<file path="src/rtl/multicycle_control_fsm.sv">
// Multi-cycle sequencer for the RV64 subset datapath (R-format, ld, sd, beq).
// Shares one memory port and one ALU across cycles; halts on illegal opcodes or memory timeouts.
module multicycle_control_fsm #(
  parameter int MEM_TIMEOUT = 16,
  parameter int CNT_W       = 5
) (
  input  logic       clk,
  input  logic       rst_n,
  input  logic [6:0] Opcode,
  input  logic       mem_ready,
  output logic       PCWrite,
  output logic       PCWriteCond,
  output logic       PCSource,
  output logic       IorD,
  output logic       MemRead,
  output logic       MemWrite,
  output logic       IRWrite,
  output logic       MemToReg,
  output logic       RegWrite,
  output logic       ALUSrcA,
  output logic [1:0] ALUSrcB,
  output logic [1:0] ALUOp,
  output logic [3:0] state,
  output logic       instr_done,
  output logic       illegal,
  output logic       bus_err
);

  typedef enum logic [3:0] {
    S_FETCH     = 4'd0,
    S_DECODE    = 4'd1,
    S_MEM_ADDR  = 4'd2,
    S_MEM_READ  = 4'd3,
    S_MEM_WB    = 4'd4,
    S_MEM_WRITE = 4'd5,
    S_EXECUTE   = 4'd6,
    S_ALU_WB    = 4'd7,
    S_BRANCH    = 4'd8,
    S_HALT      = 4'd9
  } state_t;

  localparam logic [6:0] OP_LD  = 7'b0000011;
  localparam logic [6:0] OP_SD  = 7'b0100011;
  localparam logic [6:0] OP_R   = 7'b0110011;
  localparam logic [6:0] OP_BEQ = 7'b1100011;

  localparam logic [1:0] SRCB_RS2 = 2'b00;
  localparam logic [1:0] SRCB_4   = 2'b01;
  localparam logic [1:0] SRCB_IMM = 2'b10;
  localparam logic [1:0] ALU_ADD  = 2'b00;
  localparam logic [1:0] ALU_SUB  = 2'b01;
  localparam logic [1:0] ALU_FN   = 2'b10;

  localparam bit             TO_EN   = (MEM_TIMEOUT != 0);
  localparam logic [CNT_W-1:0] TO_LAST = CNT_W'((MEM_TIMEOUT > 0) ? MEM_TIMEOUT - 1 : 0);
  localparam logic [CNT_W-1:0] CNT_ONE = {{(CNT_W-1){1'b0}}, 1'b1};

  state_t           state_q, state_d;
  logic [CNT_W-1:0] cnt_q, cnt_d;
  logic             illegal_q, bus_err_q;
  logic             illegal_set, bus_err_set;
  logic             wait_st, timeout;

  function automatic logic [CNT_W-1:0] sat_inc(input logic [CNT_W-1:0] v);
    sat_inc = (&v) ? v : v + CNT_ONE;
  endfunction

  assign state   = state_q;
  assign illegal = illegal_q;
  assign bus_err = bus_err_q;

  always_ff @(posedge clk) begin
    if (!rst_n) begin
      state_q   <= S_FETCH;
      cnt_q     <= '0;
      illegal_q <= 1'b0;
      bus_err_q <= 1'b0;
    end else begin
      state_q <= state_d;
      cnt_q   <= cnt_d;
      if (illegal_set) illegal_q <= 1'b1;
      if (bus_err_set) bus_err_q <= 1'b1;
    end
  end

  assign wait_st = (state_q == S_FETCH) || (state_q == S_MEM_READ) || (state_q == S_MEM_WRITE);
  assign timeout = TO_EN && wait_st && !mem_ready && (cnt_q == TO_LAST);

  always_comb begin
    state_d     = state_q;
    illegal_set = 1'b0;
    bus_err_set = 1'b0;
    cnt_d       = '0;
    case (state_q)
      S_FETCH:     if (mem_ready) state_d = S_DECODE;
      S_DECODE: begin
        case (Opcode)
          OP_LD, OP_SD: state_d = S_MEM_ADDR;
          OP_R:         state_d = S_EXECUTE;
          OP_BEQ:       state_d = S_BRANCH;
          default: begin
            state_d     = S_HALT;
            illegal_set = 1'b1;
          end
        endcase
      end
      S_MEM_ADDR: begin
        // Opcode is held stable, so anything but ld/sd here means corrupted IR.
        if (Opcode == OP_LD)      state_d = S_MEM_READ;
        else if (Opcode == OP_SD) state_d = S_MEM_WRITE;
        else begin
          state_d     = S_HALT;
          illegal_set = 1'b1;
        end
      end
      S_MEM_READ:  if (mem_ready) state_d = S_MEM_WB;
      S_MEM_WB:    state_d = S_FETCH;
      S_MEM_WRITE: if (mem_ready) state_d = S_FETCH;
      S_EXECUTE:   state_d = S_ALU_WB;
      S_ALU_WB:    state_d = S_FETCH;
      S_BRANCH:    state_d = S_FETCH;
      S_HALT:      state_d = S_HALT;
      default: begin
        state_d     = S_HALT;
        illegal_set = 1'b1;
      end
    endcase
    if (timeout) begin
      state_d     = S_HALT;
      bus_err_set = 1'b1;
    end
    // Counter only accumulates consecutive stalls within a single visit to a memory state.
    if (wait_st && !mem_ready && (state_d == state_q)) cnt_d = sat_inc(cnt_q);
  end

  always_comb begin
    PCWrite     = 1'b0;
    PCWriteCond = 1'b0;
    PCSource    = 1'b0;
    IorD        = 1'b0;
    MemRead     = 1'b0;
    MemWrite    = 1'b0;
    IRWrite     = 1'b0;
    MemToReg    = 1'b0;
    RegWrite    = 1'b0;
    ALUSrcA     = 1'b0;
    ALUSrcB     = SRCB_RS2;
    ALUOp       = ALU_ADD;
    instr_done  = 1'b0;
    // Reset gates every strobe so no write can land while rst_n is low.
    if (rst_n) begin
      case (state_q)
        S_FETCH: begin
          MemRead = 1'b1;
          ALUSrcB = SRCB_4;
          IRWrite = mem_ready;
          PCWrite = mem_ready;
        end
        S_DECODE:   ALUSrcB = SRCB_IMM;
        S_MEM_ADDR: begin
          ALUSrcA = 1'b1;
          ALUSrcB = SRCB_IMM;
        end
        S_MEM_READ: begin
          MemRead = 1'b1;
          IorD    = 1'b1;
        end
        S_MEM_WB: begin
          RegWrite   = 1'b1;
          MemToReg   = 1'b1;
          instr_done = 1'b1;
        end
        S_MEM_WRITE: begin
          MemWrite   = 1'b1;
          IorD       = 1'b1;
          instr_done = mem_ready;
        end
        S_EXECUTE: begin
          ALUSrcA = 1'b1;
          ALUOp   = ALU_FN;
        end
        S_ALU_WB: begin
          RegWrite   = 1'b1;
          instr_done = 1'b1;
        end
        S_BRANCH: begin
          ALUSrcA     = 1'b1;
          ALUOp       = ALU_SUB;
          PCWriteCond = 1'b1;
          PCSource    = 1'b1;
          instr_done  = 1'b1;
        end
        default: ;
      endcase
    end
  end

endmodule

</file>
<file path="config.mk">
export PLATFORM = sky130hd
export DESIGN_NAME = multicycle_control_fsm
export DESIGN_NICKNAME = d
export VERILOG_FILES = /design/src/rtl/multicycle_control_fsm.sv
export SDC_FILE = /design/constraint.sdc
export NUM_CORES = 1
export LEC_CHECK = 0
export BUFFER_PORTS_ARGS = -buffer_cell sky130_fd_sc_hd__buf_2
export CORE_MARGIN = 1
export CORE_UTILIZATION = 52
export DETAILED_ROUTE_END_ITERATION = 10
export PLACE_DENSITY = 0.82
export SLEW_MARGIN = 30
export SYNTH_ARGS = -nofsm -noshare
export SYNTH_HDL_FRONTEND = slang
export SYNTH_SLANG_ARGS = --single-unit
</file>
<file path="constraint.sdc">
create_clock -name clk -period 5.9 [get_ports clk]
set_input_delay 0.295 -clock clk [delete_from_list [all_inputs] [get_ports clk]]
set_output_delay 0.295 -clock clk [all_outputs]
set_load 0.01 [all_outputs]
</file>
==> flow_metrics.env, run 1 <==
export IMPL_outcome="finished, violations left"
export IMPL_violations="design-rule violations"
export IMPL_finalCritPeriodShare=0.419
export IMPL_post_cts_buffers=0
export IMPL_power_leakage_nw=0.496
export IMPL_cp_slowest_cell="or4_4"
export IMPL_cts_hold_buf=0
export IMPL_fillers=151
export IMPL_hold_viol=0
export IMPL_critPathKind="register to register"
export IMPL_dp_cells=160
export IMPL_rr_endpoint="cnt_q[4]"
export IMPL_dieArea_sq_mm=0.00190
export IMPL_grtUsageTotal=0.271
export IMPL_max_freq_ghz=0.404
export IMPL_worst_pin_slew_ns=0.615
export IMPL_yosysTopAreaCell="dfxtp_1"
export IMPL_vdd_drop_max_mv=0.253
export IMPL_gp_congestion=0.818
export IMPL_crit_buf_inv=0
export IMPL_vias=999
export IMPL_clock_sinks=11
export IMPL_ff2ff_path_depth=8
export IMPL_worstPathArrival_ns=2.69
export IMPL_max_slew_margin_rel=0.590
export IMPL_synth_compound_area_share=0.207
export IMPL_seq_area_frac_synth=0.245
export IMPL_synth_area_mux_share=0.0236
export IMPL_top_layer_used="met4"
export IMPL_nNetsFinal=162
export IMPL_cts_tree="done"
export IMPL_grt_max_degree=19
export IMPL_antenna_found_initial=0
export IMPL_synth_xor_area_frac=0.0584
export IMPL_rr_startpoint="cnt_q[0]"
export IMPL_ys_warn_count=0
export IMPL_synth_top_cells_by_area="dfxtp_1 24%, nor2_1 10%, ha_1 4.2%, a21oi_1 3.9%, xor2_1 3.9%"
export IMPL_pin_count=31
export IMPL_dieHeight_um=43.6
export IMPL_p_per_area_mw_per_mm2=223
export IMPL_drv_cap=0
export IMPL_first_iter_violations=48
export IMPL_wirelength_um=2360
export IMPL_synthSimpleGateAreaFrac=0.335
export IMPL_cp_end_kind="register"
export IMPL_synth_top_cell_area_share=0.245
export IMPL_clk_pin_slew_ns=0.08
export IMPL_final_cell_count_no_fill=164
export IMPL_h_tree_depth=1
export IMPL_drt_pass1_iter_count=7
export IMPL_finalMaxSlewViolations=0
export IMPL_grt_overflow=0
export IMPL_hpwl_um=1720
export IMPL_clockBufferDepth=2
export IMPL_detailroute_wirelength_met2_um=1090
export IMPL_synth_top_family_by_area="simple AND/OR/NAND/NOR gates"
export IMPL_post_cts_resize_count=0
export IMPL_rows=14
export IMPL_clk_latency_ns=0.28
export IMPL_routedWlPerCell_um=14.4
export IMPL_setup_viol=0
export IMPL_worstSetupStartpoint="cnt_q[0]"
export IMPL_synth_cell_types=40
export IMPL_reg2reg_slack_ns=3.43
export IMPL_wl_met3_um=238
export IMPL_path_depth=8
export IMPL_syn_inst=123
export IMPL_antenna_cells=0
export IMPL_cp_max_fo=5
export IMPL_max_stage_delay_ns=0.57
export IMPL_io_buffer_count=30
export IMPL_syn_cell_area_sq_um=900
export IMPL_ys_ff_latch=11
export IMPL_cp_endpoint="cnt_q[4]"
export IMPL_synth_nets=136
export IMPL_skew_ns=0.00532
export IMPL_area_growth_pct=16.7
export IMPL_finalSetupTns_ns=0
export IMPL_wl_met1_um=1010
export IMPL_cts_buffers=3
export IMPL_grt_pass1_vias=884
export IMPL_core_area_sq_mm=0.00156
export IMPL_period_minus_slack_ns=2.47
export IMPL_rsz0062_at_grt="false"
export IMPL_root_buffer="clkbuf_4"
export IMPL_die_w_um=43.6
export IMPL_syn_avg_cell_area_sq_um=7.31
export IMPL_synth_fa_ha_area_frac=0.0529
export IMPL_required_ns=6.12
export IMPL_grt_first_pass_wirelength_um=3880
export IMPL_cpLargestDelayFamily="simple AND/OR/NAND/NOR gates"
export IMPL_hold_path_class="input port to register"
export IMPL_critical_path_cell_chain="ha_1, and3_1, ha_1, or4_4, a211oi_2, a21oi_1, or4_4, nor2_1"
export IMPL_final_antenna_net_count=0
export IMPL_cp_start_kind="register"
export IMPL_drc=3
export IMPL_drive_above_1_share=0.264
export IMPL_start_util=0.577
export IMPL_viasPerCell=6.09
logic make-up after synthesis:
family          after synthesis
simple gates                 59
compound gates               26
buf+inv                      15
flops                        11
xor+xnor                      6
fa+ha+maj                     4
mux                           2
synthesized netlist by cell type:
cell type,n
or2_2,1
nor4_1,4
xor2_1,4
nor2b_1,2
nand4bb_1,1
nor3_1,3
mux2_2,1
a311oi_1,1
ha_1,3
inv_1,6
a22oi_1,1
o21a_1,2
nand2_1,9
o21bai_1,2
a41oi_1,1
o31a_1,1
a32oi_1,2
maj3_1,1
a21oi_1,7
nand4b_1,1
and4_1,1
nor2_1,25
o32ai_1,1
xnor2_1,2
dfxtp_1,11
o22a_1,1
and3_1,3
buf_4,3
mux2i_1,1
nand2b_1,3
clkbuf_1,4
o211a_1,1
or3_1,1
nand4_1,2
buf_2,2
o21ai_0,3
a211oi_1,2
a211oi_2,1
or4_4,2
or4_1,1
through the flow:
stage / utilization / setup WS (ns) / instance area [sq um] / hold slack, ns / total power [mW]
6_report: 0.673 / 3.43 / 1050 / 0.326 / 0.234
2_1_floorplan: - / 3.60 / 900 / 0.412 / 0.154
3_3_place_gp: 0.656 / 3.54 / 1020 / 0.450 / 0.177
4_1_cts: 0.673 / 3.43 / 1050 / 0.311 / 0.233
3_5_place_dp: 0.656 / 3.47 / 1020 / 0.464 / 0.180
5_1_grt: 0.673 / 3.34 / 1050 / 0.309 / 0.247
power breakdown:
| part | internal [mW] | switching [mW] | leakage, nW |
|---|---|---|---|
| Sequential | 0.0796 | 0.0157 | 0.0893 |
| Combinational | 0.0364 | 0.0483 | 0.389 |
| Clock | 0.0252 | 0.0287 | 0.0177 |
routing by layer:
metal	vias to the layer above	track usage
met3	2	0.0708
met2	55	0.421
met4	0	0.100
li1	493	-
met1	449	0.359
met5	-	0
placed cells by master, fill, tap and decap left out, types with 2 or more instances in the layout:
cell type  synthesis  layout
o21bai_1           2       2
clkbuf_4           0       3
a21oi_1            7       7
nand4_1            2       2
nor2b_1            2       2
buf_2              2      30
a32oi_1            2       2
nor2_1            25      25
nor3_1             3       3
o21ai_0            3       3
ha_1               3       3
nand2_1            9       9
or4_4              2       2
o21a_1             2       2
nor4_1             4       4
xnor2_1            2       2
dfxtp_1           11      11
nand2b_1           3       3
inv_1              6       6
xor2_1             4       4
a211oi_1           2       2
and3_1             3       3
final cells by class:
| cell class | instances | area, sq um | share of cell area |
|---|---|---|---|
| Tap cell | 16 | 20.0 | 0.0191 |
| Timing Repair Buffer | 30 | 150 | 0.143 |
| Clock inverter | 1 | 5.00 | 0.00477 |
| Sequential cell | 11 | 220 | 0.210 |
| Inverter | 6 | 22.5 | 0.0215 |
| Clock buffer | 3 | 22.5 | 0.0215 |
| Multi-Input combinational cell | 97 | 609 | 0.580 |
state kept, by name, summed over array words and instances, names as in the netlist:
name     cells
bus_err      1
cnt_q        5
illegal      1
state        4
worst register-to-register path, delay by kind of cell (launching register included):
kind	cells	cell delay, ns
fa+ha+maj	2	0.45
simple gates	4	1.33
flops	1	0.35
compound gates	2	0.28
worst min path at each step:
stage / startpoint / endpoint / slack, ns / cells past startpoint
4_1_cts: rst_n / illegal / 0.31 / 2
6_report: rst_n / state[3] / 0.33 / 2
3_3_place_gp: bus_err / bus_err / 0.45 / 2
2_1_floorplan: rst_n / state[0] / 0.41 / 1
3_5_place_dp: bus_err / bus_err / 0.46 / 2
5_1_grt: rst_n / illegal / 0.31 / 2
Power figures use the tool's default switching activity.
==> inputs of run 2 (changes only) <==
Settings changed: ABC_AREA set to 1, CORE_UTILIZATION 52 to 44, PLACE_DENSITY 0.82 to 0.75.
Clock period 5.9 ns to 2.1 ns, I/O delays scaled along.
==> run 2 against run 1 <==
Effect of this change: the run now ends clean; critical path type unchanged; count of clock-buffer cells in the layout up 1; via count up 2.6%; non-clock buffer count unchanged.
==> flow_metrics.env, run 2 <==
export IMPL_outcome="finished clean"
export IMPL_worst_pin_slew_ns=0.430
export IMPL_skew_ns=0.00260
export IMPL_busiest_layer="met2"
export IMPL_hold_path_class="input port to register"
export IMPL_nNetsFinal=189
export IMPL_hold_depth=3
export IMPL_period_minus_slack_ns=1.75
export IMPL_regMostFlops="cnt_q"
export IMPL_synth_top_cells_by_area="dfxtp_1 25%, nand2_1 12%, nor2_1 9.7%, nand3_1 9.6%, inv_1 7.6%"
export IMPL_cp_start_kind="register"
export IMPL_drc=0
export IMPL_critPathKind="register to register"
export IMPL_grt_pass1_vias=853
export IMPL_reg2reg_slack_ns=0.35
export IMPL_hpwl_um=1730
export IMPL_die_w_um=46.9
export IMPL_post_synth_top_count_cell="nand2_1"
export IMPL_power_leakage_nw=0.616
export IMPL_h_tree_depth=1
export IMPL_synth_edff_count=0
export IMPL_cts_tree="done"
export IMPL_dieArea_sq_mm=0.00220
export IMPL_synth_async_sr_flop_share=0
export IMPL_wirelength_um=2090
export IMPL_io_buffer_count=30
export IMPL_cp_slowest_cell="dfxtp_1"
export IMPL_viasPerCell=5.13
export IMPL_post_cts_buffers=0
export IMPL_clk_latency_ns=0.26
export IMPL_root_buffer="clkbuf_4"
export IMPL_seq_area_frac_synth=0.248
export IMPL_rr_startpoint="cnt_q[0]"
export IMPL_syn_inst=145
export IMPL_antenna_found_initial=0
export IMPL_synth_cell_types=26
export IMPL_final_common_cell="buf_2"
export IMPL_syn_avg_cell_area_sq_um=6.13
export IMPL_pin_count=31
export IMPL_max_slew_margin_rel=0.713
export IMPL_cts_buffers=3
export IMPL_grtUsageMet3=0.0269
export IMPL_critical_path_cell_chain="ha_1, and3_1, ha_1, nand3_4, o21ai_0, nand2_1, nand3_1, nor2_1, nand2_2, nor2_1"
export IMPL_routedWlPerCell_um=10.5
export IMPL_rows=15
export IMPL_max_stage_delay_ns=0.33
export IMPL_dp_cells=196
export IMPL_vias=1025
export IMPL_required_ns=2.30
export IMPL_hold_start="rst_n"
export IMPL_syn_cell_area_sq_um=888
export IMPL_path_depth=10
export IMPL_finalPower_mw=0.520
export IMPL_final_antenna_net_count=0
export IMPL_finalSetupTns_ns=0
export IMPL_rr_endpoint="cnt_q[2]"
export IMPL_clk_pin_slew_ns=0.06
export IMPL_drt_pass1_iter_count=4
export IMPL_hold_viol=0
export IMPL_fillers=186
export IMPL_setup_viol=0
export IMPL_synth_commonest_cells="29 x nand2_1, 23 x nor2_1, 18 x inv_1"
export IMPL_largest_reg_flops=5
export IMPL_ys_warn_count=0
export IMPL_placed_area_sq_mm=0.00104
export IMPL_finalMaxSlewViolations=0
export IMPL_dieHeight_um=46.9
export IMPL_timing_hold_ws_ns=0.113
export IMPL_antenna_cells=0
export IMPL_grt_max_degree=15
export IMPL_area_growth_pct=20.4
export IMPL_cp_end_kind="register"
export IMPL_post_cts_resize_count=0
export IMPL_yosysTopAreaCell="dfxtp_1"
export IMPL_final_cell_mix="30 x buf_2, 29 x nand2_1, 23 x nor2_1"
export IMPL_grt_first_pass_wirelength_um=3420
export IMPL_finalCritPeriodShare=0.831
export IMPL_first_iter_violations=25
export IMPL_grt_met2_usage=0.389
export IMPL_worstPathArrival_ns=1.94
export IMPL_synth_nets=158
export IMPL_clock_sinks=11
export IMPL_cts_hold_buf=0
export IMPL_stdcell_area_sq_mm=0.00107
export IMPL_synth_flop_cell="dfxtp_1"
export IMPL_ys_ff_latch=11
export IMPL_start_util=0.493
export IMPL_crit_buf_inv=0
export IMPL_cpLargestDelayFamily="simple AND/OR/NAND/NOR gates"
export IMPL_drv_cap=0
export IMPL_met1_usage=0.247
export IMPL_p_per_area_mw_per_mm2=486
export IMPL_rsz0062_at_grt="false"
export IMPL_core_area_sq_mm=0.00180
export IMPL_gp_congestion=0.844
export IMPL_grt_overflow=0
export IMPL_grtUsageTotal=0.215
export IMPL_clockBufferDepth=2
export IMPL_max_freq_ghz=0.573
export IMPL_synth_top_cell_area_share=0.248
export IMPL_final_cell_count_no_fill=200
export IMPL_holdPathEnd="state[0]"
export IMPL_cp_max_fo=7
export IMPL_ff2ff_path_depth=10
export IMPL_vdd_drop_max_mv=0.492
export IMPL_drive_above_1_share=0.280
-- run 2: cell count changes after synthesis, moves of 4 or more --
cell	previous run	this run
inv_1	6	18
nand3_1	0	17
clkbuf_1	4	0
nand2_2	0	7
inv_2	0	4
nand2_1	9	29
-- run 2: per-layer routing --
layer	routed length, um	part of all wire	vias to the layer above
met5	0	0	-
met3	111	0.053	9
li1	-	-	522
met1	911	0.44	452
met4	57	0.027	0
met2	1010	0.48	42
-- run 2: area by class of cell --
class,count,area [sq um],share of cell area
clock buffers,4,26.3,0.0246
inverters,22,82.6,0.0772
multi-input cells,108,559,0.523
flip-flops and latches,11,220,0.206
well taps,25,31.3,0.0292
repair buffers,30,150,0.140
-- run 2: report_power, final --
part           leakage, nW  switching (mW)  internal (mW)
clock network       0.0150          0.0624         0.0734
registers           0.0893          0.0110          0.218
logic                0.512          0.0997         0.0559
total                0.616           0.173          0.347
-- run 2: kinds of logic after synthesis --
logic type / Yosys count / share of synthesized area
buf+inv: 26 / 0.123
xor+xnor: 3 / 0.0296
mux: 1 / 0.0113
flops: 11 / 0.248
simple gates: 87 / 0.452
compound gates: 14 / 0.0944
fa+ha+maj: 3 / 0.0423
-- run 2: metrics by stage --
step                utilization  worst slack, ns
floorplan                     -            0.543
global placement          0.579            0.427
detailed placement        0.579            0.357
CTS                       0.594            0.338
global route              0.594            0.177
finish                    0.594            0.355
-- run 2: worst register-to-register path, cell delays in order (launching register included) --
cell and delay [ns]:
dfxtp_1 0.33, ha_1 0.21, and3_1 0.20, ha_1 0.21, nand3_4 0.12, o21ai_0 0.13
nand2_1 0.08, nand3_1 0.07, nor2_1 0.12, nand2_2 0.11, nor2_1 0.10
-- run 2: worst max path at each step --
stage | to | from | slack (ns)
2_1_floorplan | cnt_q[0] | cnt_q[0] | 0.54
3_3_place_gp | cnt_q[4] | cnt_q[0] | 0.43
3_5_place_dp | cnt_q[0] | cnt_q[0] | 0.36
4_1_cts | cnt_q[2] | cnt_q[0] | 0.34
5_1_grt | cnt_q[2] | cnt_q[0] | 0.18
6_report | cnt_q[2] | cnt_q[0] | 0.35
==> inputs of run 3 (changes only) <==
Settings changed: ABC_AREA 1 to 0, CORE_UTILIZATION 44 to 49, PLACE_DENSITY 0.75 to 0.78.
Clock period 2.1 ns to 1.8 ns, I/O delays scaled along.
==> run 3 against run 2 <==
Effect of this change: the run now ends with negative setup slack left; sequential power up 20%; clock power up 17%; global-route usage up 4.3 points; via count up 0.78%; critical endpoint is now cnt_q[1]; highest routed layer unchanged.
==> flow_metrics.env, run 3 (synthesis results as in run 1) <==
export IMPL_outcome="finished, violations left"
export IMPL_violations="negative setup slack"
export IMPL_period_minus_slack_ns=2.25
export IMPL_h_tree_depth=1
export IMPL_grtUsageTotal=0.258
export IMPL_antenna_found_initial=0
export IMPL_max_stage_delay_ns=0.56
export IMPL_clk_pin_slew_ns=0.06
export IMPL_rr_endpoint="cnt_q[1]"
export IMPL_regMostFlops="cnt_q"
export IMPL_grt_first_pass_wirelength_um=3900
export IMPL_drive_above_1_share=0.377
export IMPL_drc=0
export IMPL_dieHeight_um=44.8
export IMPL_worstPathArrival_ns=2.44
export IMPL_antenna_cells=0
export IMPL_reg2reg_slack_ns=-0.45
export IMPL_dp_cells=182
export IMPL_skew_ns=0.00132
export IMPL_max_freq_ghz=0.444
export IMPL_ff2ff_path_depth=8
export IMPL_core_area_sq_mm=0.00173
export IMPL_worst_pin_slew_ns=0.367
export IMPL_routedWlPerCell_um=12.9
export IMPL_cp_slowest_cell="or4_4"
export IMPL_cp_max_fo=5
export IMPL_rsz0062_at_grt="true"
export IMPL_critical_path_cell_chain="ha_4, and3_4, ha_4, or4_4, a211oi_2, a21oi_1, or4_4, nor2_1"
export IMPL_clk_latency_ns=0.26
export IMPL_hpwl_um=1920
export IMPL_dieArea_sq_mm=0.00201
export IMPL_rr_startpoint="cnt_q[1]"
export IMPL_cts_buffers=3
export IMPL_grt_pass1_vias=982
export IMPL_drt_pass1_iter_count=4
export IMPL_start_util=0.521
export IMPL_cts_tree="done"
export IMPL_p_per_area_mw_per_mm2=653
export IMPL_nNetsFinal=176
export IMPL_cp_start_kind="register"
export IMPL_vdd_drop_max_mv=0.599
export IMPL_clock_sinks=11
export IMPL_die_w_um=44.8
export IMPL_worstSetupStartpoint="cnt_q[1]"
export IMPL_wirelength_um=2410
export IMPL_finalMaxSlewViolations=0
export IMPL_io_buffer_count=30
export IMPL_final_common_cell="buf_2"
export IMPL_clockBufferDepth=2
export IMPL_vias=1033
export IMPL_grt_overflow=0
export IMPL_root_buffer="clkbuf_4"
export IMPL_final_antenna_net_count=0
export IMPL_drv_cap=0
export IMPL_area_growth_pct=34.5
export IMPL_timing_final_ws_setup_ns=-0.451
export IMPL_required_ns=1.99
export IMPL_max_slew_margin_rel=0.755
export IMPL_grt_max_degree=15
export IMPL_cp_end_kind="register"
export IMPL_gp_congestion=0.904
export IMPL_timing_hold_ws_ns=0.147
export IMPL_pin_count=31
export IMPL_cts_hold_buf=0
export IMPL_first_iter_violations=35
export IMPL_hold_viol=0
export IMPL_final_cell_count_no_fill=187
export IMPL_final_cell_mix="30 x buf_2, 23 x nor2_1, 14 x buf_4"
export IMPL_hold_path_class="input port to register"
export IMPL_cp_endpoint="cnt_q[1]"
export IMPL_largest_reg_flops=5
export IMPL_critPathKind="register to register"
export IMPL_rows=15
export IMPL_finalCritPeriodShare=1.25
export IMPL_setup_viol=5
export IMPL_power_leakage_nw=0.568
export IMPL_viasPerCell=5.52
export IMPL_hold_depth=2
[run 3: critical path: cells and delay by family (launching register included)]
family / cells / cell delay, ns
adder cells (fa/ha/maj): 2 / 0.30
flip-flops: 1 / 0.33
AND/OR/NAND/NOR: 4 / 1.26
AO/OA/AOI/OAI: 2 / 0.28
[run 3: power by group]
group	switching, mW	internal, mW	leakage, nW	total [mW]
Sequential	0.0122	0.262	0.0903	0.274
Clock	0.0734	0.0856	0.0150	0.159
Combinational	0.206	0.152	0.463	0.358
[run 3: timing repair]
| item | in CTS | in global routing |
|---|---|---|
| pin swaps | 1 | 1 |
| setup endpoints to repair | 6 | 7 |
| gates resized for setup | 1 | 4 |
| cloned | 0 | 0 |
| setup buffers | 1 | 0 |
[run 3: how the worst min path moves through the flow]
stage	startpoint	end	slack, ns
3_5_place_dp	rst_n	illegal	0.42
5_1_grt	rst_n	illegal	0.14
2_1_floorplan	rst_n	state[0]	0.21
3_3_place_gp	rst_n	state[3]	0.40
4_1_cts	rst_n	illegal	0.14
6_report	rst_n	state[0]	0.15
[run 3: metal layers]
layer | wire, um | part of all wire | track usage
met4 | 30 | 0.012 | 0.0909
met1 | 1030 | 0.43 | 0.292
met3 | 164 | 0.068 | 0.0760
met5 | 0 | 0 | 0
met2 | 1180 | 0.49 | 0.459
[run 3: cell type report]
| cell class | instances | area [sq um] |
|---|---|---|
| Multi-Input combinational cell | 97 | 652 |
| Fill cell | 156 | 517 |
| Timing Repair Buffer | 44 | 255 |
| Sequential cell | 11 | 223 |
| Tap cell | 25 | 31.3 |
| Clock buffer | 4 | 26.3 |
| Inverter | 6 | 22.5 |
[run 3: per-stage QoR]
step	cell area [sq um]	power, mW	utilization	worst slack (ns)	setup TNS [ns]
floorplan	922	0.505	-	-0.340	-1.68
global placement	1150	0.615	0.668	-0.365	-1.81
detailed placement	1150	0.624	0.668	-0.439	-2.09
CTS	1190	0.788	0.691	-0.458	-2.20
global route	1210	0.843	0.701	-0.527	-2.54
finish	1210	0.791	0.701	-0.451	-2.19
